--- src/rtl/bm_c2d.sv ---
// bm_c2d: reads a contiguous BM word range and streams it to DRAM via one DMA write descriptor.
// Optional BM_C2D_RD_PIPE_EN: registers rd_en/rd_addr once more before the BM read port.
`ifndef BM_DEPTH
`define BM_DEPTH 256
`endif
`ifndef BM_DATA_WIDTH
`define BM_DATA_WIDTH 64
`endif
`ifndef DDR_AXIS_DATA_WIDTH
`define DDR_AXIS_DATA_WIDTH 64
`endif
`ifndef DDR_AXI_ADDR_WIDTH
`define DDR_AXI_ADDR_WIDTH 32
`endif
`ifndef DDR_LEN_WIDTH
`define DDR_LEN_WIDTH 20
`endif

module bm_c2d #(
  parameter int unsigned ADDR_W     = $clog2(`BM_DEPTH),
  parameter int unsigned DATA_W     = `BM_DATA_WIDTH,
  parameter int unsigned RD_LAT     = 2,
  parameter int unsigned FIFO_DEPTH = 8
) (
  input  logic                            clk,
  input  logic                            rst,
  input  logic                            start_pulse,
  input  logic [31:0]                     c_addr,
  input  logic [31:0]                     d_addr,
  input  logic [31:0]                     n_bytes,
  output logic                            busy,
  output logic                            done_pulse,
  output logic [`DDR_AXI_ADDR_WIDTH-1:0]  dma_wr_desc_addr,
  output logic [`DDR_LEN_WIDTH-1:0]       dma_wr_desc_len,
  output logic                            dma_wr_desc_valid,
  input  logic                            dma_wr_desc_ready,
  input  logic                            dma_wr_desc_status_valid,
  output logic [`DDR_AXIS_DATA_WIDTH-1:0] dma_wr_write_data_tdata,
  output logic                            dma_wr_write_data_tvalid,
  input  logic                            dma_wr_write_data_tready,
  output logic                            dma_wr_write_data_tlast,
  output logic                            rd_en,
  output logic [ADDR_W-1:0]               rd_addr,
  input  logic [DATA_W-1:0]               dout
);

  localparam int unsigned AXI_ADDR_W = `DDR_AXI_ADDR_WIDTH;
  localparam int unsigned LEN_W      = `DDR_LEN_WIDTH;
  localparam int unsigned BYTE_SH    = $clog2(DATA_W / 8);
  localparam int unsigned CNT_W      = 32;
  localparam int unsigned PTR_W      = $clog2(FIFO_DEPTH);
  localparam int unsigned FCNT_W     = PTR_W + 1;
  localparam int unsigned OCC_W      = PTR_W + 2;
`ifdef BM_C2D_RD_PIPE_EN
  localparam int unsigned LAT_EFF    = RD_LAT + 1;
`else
  localparam int unsigned LAT_EFF    = RD_LAT;
`endif

  typedef enum logic [1:0] {IDLE, DESC, STREAM, WAIT_STS} state_t;

  state_t                state_q, state_d;
  logic                  busy_q, busy_d;
  logic                  done_q, done_d;
  logic                  desc_valid_q, desc_valid_d;
  logic [AXI_ADDR_W-1:0] desc_addr_q, desc_addr_d;
  logic [LEN_W-1:0]      desc_len_q, desc_len_d;
  logic [CNT_W-1:0]      n_words_q, n_words_d;
  logic [CNT_W-1:0]      rd_rem_q, rd_rem_d;
  logic [CNT_W-1:0]      beat_q, beat_d;
  logic [ADDR_W-1:0]     next_addr_q, next_addr_d;

  logic [LAT_EFF-1:0]    vld_sr_q;
  logic [DATA_W-1:0]     fifo_mem [FIFO_DEPTH];
  logic [PTR_W-1:0]      wr_ptr_q, rd_ptr_q;
  logic [FCNT_W-1:0]     fifo_cnt_q;

  logic [CNT_W-1:0]      start_words;
  logic [OCC_W-1:0]      occupancy;
  logic                  issue, push, pop, tvalid, tlast;
  logic                  unused_c_addr_hi;

  assign unused_c_addr_hi = ^c_addr[31:ADDR_W];
  assign start_words      = n_bytes >> BYTE_SH;

  // Outstanding reads plus buffered words bound further read issue
  always_comb begin
    occupancy = OCC_W'(fifo_cnt_q);
    for (int i = 0; i < LAT_EFF; i++) begin
      occupancy = occupancy + OCC_W'(vld_sr_q[i]);
    end
  end

  assign issue  = ((state_q == DESC) || (state_q == STREAM)) && (rd_rem_q != '0) &&
                  (occupancy < OCC_W'(FIFO_DEPTH));
  assign push   = vld_sr_q[LAT_EFF-1];
  assign tvalid = (state_q == STREAM) && (fifo_cnt_q != '0);
  assign pop    = tvalid && dma_wr_write_data_tready;
  assign tlast  = tvalid && (beat_q == (n_words_q - CNT_W'(1)));

  // Next-state and registered-output logic
  always_comb begin
    state_d      = state_q;
    busy_d       = busy_q;
    done_d       = 1'b0;
    desc_valid_d = desc_valid_q;
    desc_addr_d  = desc_addr_q;
    desc_len_d   = desc_len_q;
    n_words_d    = n_words_q;
    rd_rem_d     = rd_rem_q;
    beat_d       = beat_q;
    next_addr_d  = next_addr_q;

    if (issue) begin
      next_addr_d = next_addr_q + ADDR_W'(1);
      rd_rem_d    = rd_rem_q - CNT_W'(1);
    end
    if (pop) begin
      beat_d = beat_q + CNT_W'(1);
    end

    case (state_q)
      IDLE: begin
        if (start_pulse) begin
          desc_addr_d = AXI_ADDR_W'(d_addr);
          desc_len_d  = LEN_W'(n_bytes);
          n_words_d   = start_words;
          rd_rem_d    = start_words;
          beat_d      = '0;
          next_addr_d = c_addr[ADDR_W-1:0];
          if (start_words == '0) begin
            done_d = 1'b1;
          end else begin
            state_d      = DESC;
            busy_d       = 1'b1;
            desc_valid_d = 1'b1;
          end
        end
      end
      DESC: begin
        if (dma_wr_desc_ready) begin
          desc_valid_d = 1'b0;
          state_d      = STREAM;
        end
      end
      STREAM: begin
        if (pop && tlast) begin
          state_d = WAIT_STS;
        end
      end
      WAIT_STS: begin
        if (dma_wr_desc_status_valid) begin
          done_d  = 1'b1;
          busy_d  = 1'b0;
          state_d = IDLE;
        end
      end
      default: state_d = IDLE;
    endcase
  end

  always_ff @(posedge clk) begin
    if (rst) begin
      state_q      <= IDLE;
      busy_q       <= 1'b0;
      done_q       <= 1'b0;
      desc_valid_q <= 1'b0;
      desc_addr_q  <= '0;
      desc_len_q   <= '0;
      n_words_q    <= '0;
      rd_rem_q     <= '0;
      beat_q       <= '0;
      next_addr_q  <= '0;
    end else begin
      state_q      <= state_d;
      busy_q       <= busy_d;
      done_q       <= done_d;
      desc_valid_q <= desc_valid_d;
      desc_addr_q  <= desc_addr_d;
      desc_len_q   <= desc_len_d;
      n_words_q    <= n_words_d;
      rd_rem_q     <= rd_rem_d;
      beat_q       <= beat_d;
      next_addr_q  <= next_addr_d;
    end
  end

  // Read-return tracker and prefetch FIFO pointers; reset drops in-flight reads
  always_ff @(posedge clk) begin
    if (rst) begin
      vld_sr_q   <= '0;
      wr_ptr_q   <= '0;
      rd_ptr_q   <= '0;
      fifo_cnt_q <= '0;
    end else begin
      vld_sr_q[0] <= issue;
      for (int i = 1; i < LAT_EFF; i++) begin
        vld_sr_q[i] <= vld_sr_q[i-1];
      end
      if (push) begin
        wr_ptr_q <= wr_ptr_q + PTR_W'(1);
      end
      if (pop) begin
        rd_ptr_q <= rd_ptr_q + PTR_W'(1);
      end
      case ({push, pop})
        2'b10:   fifo_cnt_q <= fifo_cnt_q + FCNT_W'(1);
        2'b01:   fifo_cnt_q <= fifo_cnt_q - FCNT_W'(1);
        default: fifo_cnt_q <= fifo_cnt_q;
      endcase
    end
  end

  always_ff @(posedge clk) begin
    if (push) begin
      fifo_mem[wr_ptr_q] <= dout;
    end
  end

  always @(posedge clk) begin
    if (!rst) begin
      assert (!(push && !pop && (fifo_cnt_q == FCNT_W'(FIFO_DEPTH))))
        else $error("bm_c2d: prefetch fifo overflow");
    end
  end

`ifdef BM_C2D_RD_PIPE_EN
  logic              rd_en_q;
  logic [ADDR_W-1:0] rd_addr_q;

  always_ff @(posedge clk) begin
    if (rst) begin
      rd_en_q   <= 1'b0;
      rd_addr_q <= '0;
    end else begin
      rd_en_q   <= issue;
      rd_addr_q <= next_addr_q;
    end
  end

  assign rd_en   = rd_en_q;
  assign rd_addr = rd_addr_q;
`else
  assign rd_en   = issue;
  assign rd_addr = next_addr_q;
`endif

  assign busy                     = busy_q;
  assign done_pulse               = done_q;
  assign dma_wr_desc_valid        = desc_valid_q;
  assign dma_wr_desc_addr         = desc_addr_q;
  assign dma_wr_desc_len          = desc_len_q;
  assign dma_wr_write_data_tvalid = tvalid;
  assign dma_wr_write_data_tlast  = tlast;
  assign dma_wr_write_data_tdata  = tvalid ? fifo_mem[rd_ptr_q] : '0;

endmodule

--- config.mk ---
export PLATFORM = sky130hd
export DESIGN_NAME = bm_c2d
export DESIGN_NICKNAME = d
export VERILOG_FILES = /design/src/rtl/bm_c2d.sv
export SDC_FILE = /design/constraint.sdc
export NUM_CORES = 1
export LEC_CHECK = 0
export CAP_MARGIN = 5
export CORE_MARGIN = 5
export CORE_UTILIZATION = 35
export CTS_CLUSTER_SIZE = 16
export DETAILED_ROUTE_END_ITERATION = 8
export PLACE_DENSITY_LB_ADDON = 0.12
export SLEW_MARGIN = 20
export SYNTH_ARGS = -nofsm -noshare
export SYNTH_HDL_FRONTEND = slang
export SYNTH_SLANG_ARGS = --single-unit
--- constraint.sdc ---
create_clock -name clk -period 7.7 [get_ports clk]
set_input_delay 2.31 -clock clk [delete_from_list [all_inputs] [get_ports clk]]
set_output_delay 2.31 -clock clk [all_outputs]
set_load 0.02 [all_outputs]
==> results_dict.tcl <==
set metrics [dict create \
    clockBufferDepth 3 \
    slew_viol_final 0 \
    crit_path_max_fanout 9 \
    clkLatencyLatePin_ps 610 \
    syn_inst 1796 \
    final-hold-violation-count 0 \
    skew_ps 22.0 \
    netlist_top_cells_area "edfxtp_1 (57%), dfxtp_1 (12%), mux4_2 (11%)" \
    grt_pass1_wl_mm 103 \
    die_h_um 288 \
    cp.required_ps 5390 \
    die_width_um 288 \
    cts_tree "done" \
    grt_max_degree 91 \
    syn_nets 1978 \
    syn2layout_area_growth_pct 23.5 \
    drv_cap 0 \
    core_region_area_um2 77100 \
    ys_top_cells_by_count "edfxtp_1 (512), nand2_1 (199), nor2_1 (160)" \
    drt_wl_total_mm 69.1 \
    fill_cells 7061 \
    slew_headroom_pct 30.9 \
    ir_worst_vdd_v 0.000166 \
    fin_crit_ps 6810 \
    cts-resized-gates 0 \
    cts_inserted_buffers 75 \
    power_mw 9.44 \
    yosysWarningCount 0 \
    num_rows 102 \
    io_pins 296 \
    route.antenna.remaining_nets 0 \
    cpPeakStageDelay_ps 700 \
    path_class "reg -> out" \
    synth_seq_cells 668 \
    die_area_um2 83100 \
    finalSetupTns_ps 0 \
    synth_top_area_share_pct 56.7 \
    path_clk_slew_ps 60 \
    arrival_ps 4500 \
    synth_edf_count 512 \
    cts_setup_buffers 0 \
    avgRoutedWirePerCell_um 21.9 \
    synthArstFlopShare_pct 0 \
    finalSetupViolations 0 \
    synth_top_area_cell "edfxtp_1" \
    leakage_nw 10.6 \
    power.density_nw_per_um2 282 \
    fin_util_pct 43.4 \
    yosysUniqueCellTypes 61 \
    fmax_ghz 0.147 \
    grt_overflow 0 \
    via_per_inst 5.02 \
    worstSetupStartpointType "register" \
    grt_antenna_before_repair 5 \
    ctsHtreeMaxLevel 3 \
    cp_slowest_cell "or4b_1" \
    post-dp-hpwl_mm 41.2 \
    place_congestion 0.832 \
    dr.pass1.iters 6 \
    ys_seq_area_share_pct 68.3 \
    status "completed" \
    hold_path.class "reg -> reg" \
    first_global_vias 16400 \
    synthFlopType "edfxtp_1" \
    cts_sinks 668 \
    rsz0062_at_grt "false" \
    drive_gt1_share_pct 13.9 \
    worst_pin_slew_ps 1040 \
    end_kind "primary output" \
    track_usage_pct 16.4 \
    yosys.cell_count.top_type "edfxtp_1" \
    portBuffers 271 \
    fin_crit_sh_pct 88.4 \
    cts_root_buf "clkbuf_16" \
    drtIter0Drc 967 \
    cts_hold_buf 0 \
    start_util_pct 35.2 \
    path_cells "inv_1, ha_1, or4b_1, nor4_1, a31oi_1, a211oi_1, o221ai_1, a2111oi_2, and3_1, clkdlybuf4s50_1" \
    synth.avg_cell_area_um2 15.1 \
    layout.nets 2238 \
    route.detailed.drc 0 \
    syn-cell-area_um2 27100 \
    vias 15900 \
]
==> area by class of cell <==
type | instances | area, um^2 | share of cell area [%]
Sequential cell | 668 | 18500 | 55.3
Multi-Input combinational cell | 997 | 8100 | 24.2
Timing Repair Buffer | 293 | 2910 | 8.70
Clock buffer | 90 | 2010 | 6.02
Tap cell | 1040 | 1300 | 3.89
Clock inverter | 49 | 547 | 1.63
Inverter | 21 | 78.8 | 0.235
Antenna cell | 4 | 10.0 | 0.0299
==> metal layers <==
layer / GRT usage (%) / share of wire, % / up-vias
li1: - / - / 7311
met3: 3.39 / 4.4 / 86
met1: 22.0 / 44 / 8163
met2: 27.5 / 50 / 308
met4: 3.68 / 1.9 / 2
met5: 0 / 0.019 / -
==> where the power goes <==
group / internal, mW / switching [mW] / total (mW)
Combinational: 0.631 / 0.905 / 1.54
Clock: 2.19 / 1.47 / 3.67
Sequential: 4.08 / 0.160 / 4.24
Total: 6.90 / 2.54 / 9.44
==> path summary, 6_finish.rpt <==
check | startpoint | to | cells past startpoint | slack, ps
max reg2reg | dma_wr_desc_len[3] | state_q[1] | 11 | 3940
min | dma_wr_desc_addr[20] | dma_wr_desc_addr[20] | 2 | 450
min reg2reg | dma_wr_desc_addr[20] | dma_wr_desc_addr[20] | 2 | 450
max | dma_wr_desc_len[3] | dma_wr_write_data_tlast | 10 | 890
==> cell usage in the layout (no fill, tap or decap), types with 19 or more instances in the layout <==
cell type,synthesis,routed
inv_1,21,21
nor2_1,160,154
dfxtp_1,156,153
edfxtp_1,512,512
clkdlybuf4s50_1,0,270
mux4_2,128,128
nor4_1,25,25
nor3_1,24,22
nand3_1,19,19
buf_4,17,20
a21oi_1,99,99
nand2_1,199,198
mux2i_1,72,72
xnor2_1,51,51
clkbuf_16,0,76
xor2_1,54,54
==> cell families (layout without fill, tap and decap cells) <==
group           after synthesis  in the layout  synth area share (%)
compound gates              160            160                  3.57
xor+xnor                    105            105                  3.39
fa+ha+maj                    16             16                 0.766
buf+inv                     131            453                  2.11
flops                       668            668                  68.3
mux                         200            200                  13.3
other cells                   0              4                     0
simple gates                516            516                  8.61
==> flip-flops by register name, summed over array words and instances (netlist names), 3 cells and up, named ones only <==
| register | flops |
|---|---|
| rd_rem_q | 32 |
| rd_addr | 8 |
| dma_wr_desc_addr | 32 |
| fifo_mem | 512 |
| wr_ptr_q | 3 |
| n_words_q | 13 |
| fifo_cnt_q | 4 |
| beat_q | 32 |
| rd_ptr_q | 3 |
| dma_wr_desc_len | 19 |
==> critical path, delay by kind of cell (launching register included) <==
family | cells | cell delay (ps)
buffers and inverters | 2 | 730
DFF | 1 | 380
adders and majority gates | 1 | 220
AOI/OAI and AO/OA | 4 | 990
and+or+nand+nor | 3 | 1560
==> stage by stage <==
| stage | hold WS, ps | setup slack [ps] | area (um^2) | instances |
|---|---|---|---|---|
| floorplan | 438 | 2240 | 27100 | 1796 |
| CTS | 457 | 861 | 33500 | 3158 |
| global placement | 443 | 1570 | 30900 | 3019 |
| detailed placement | 449 | 1560 | 30900 | 3019 |
| global route | 471 | 619 | 33500 | 3159 |
| finish | 453 | 894 | 33500 | 3162 |
(Power assumes the default switching activity.)
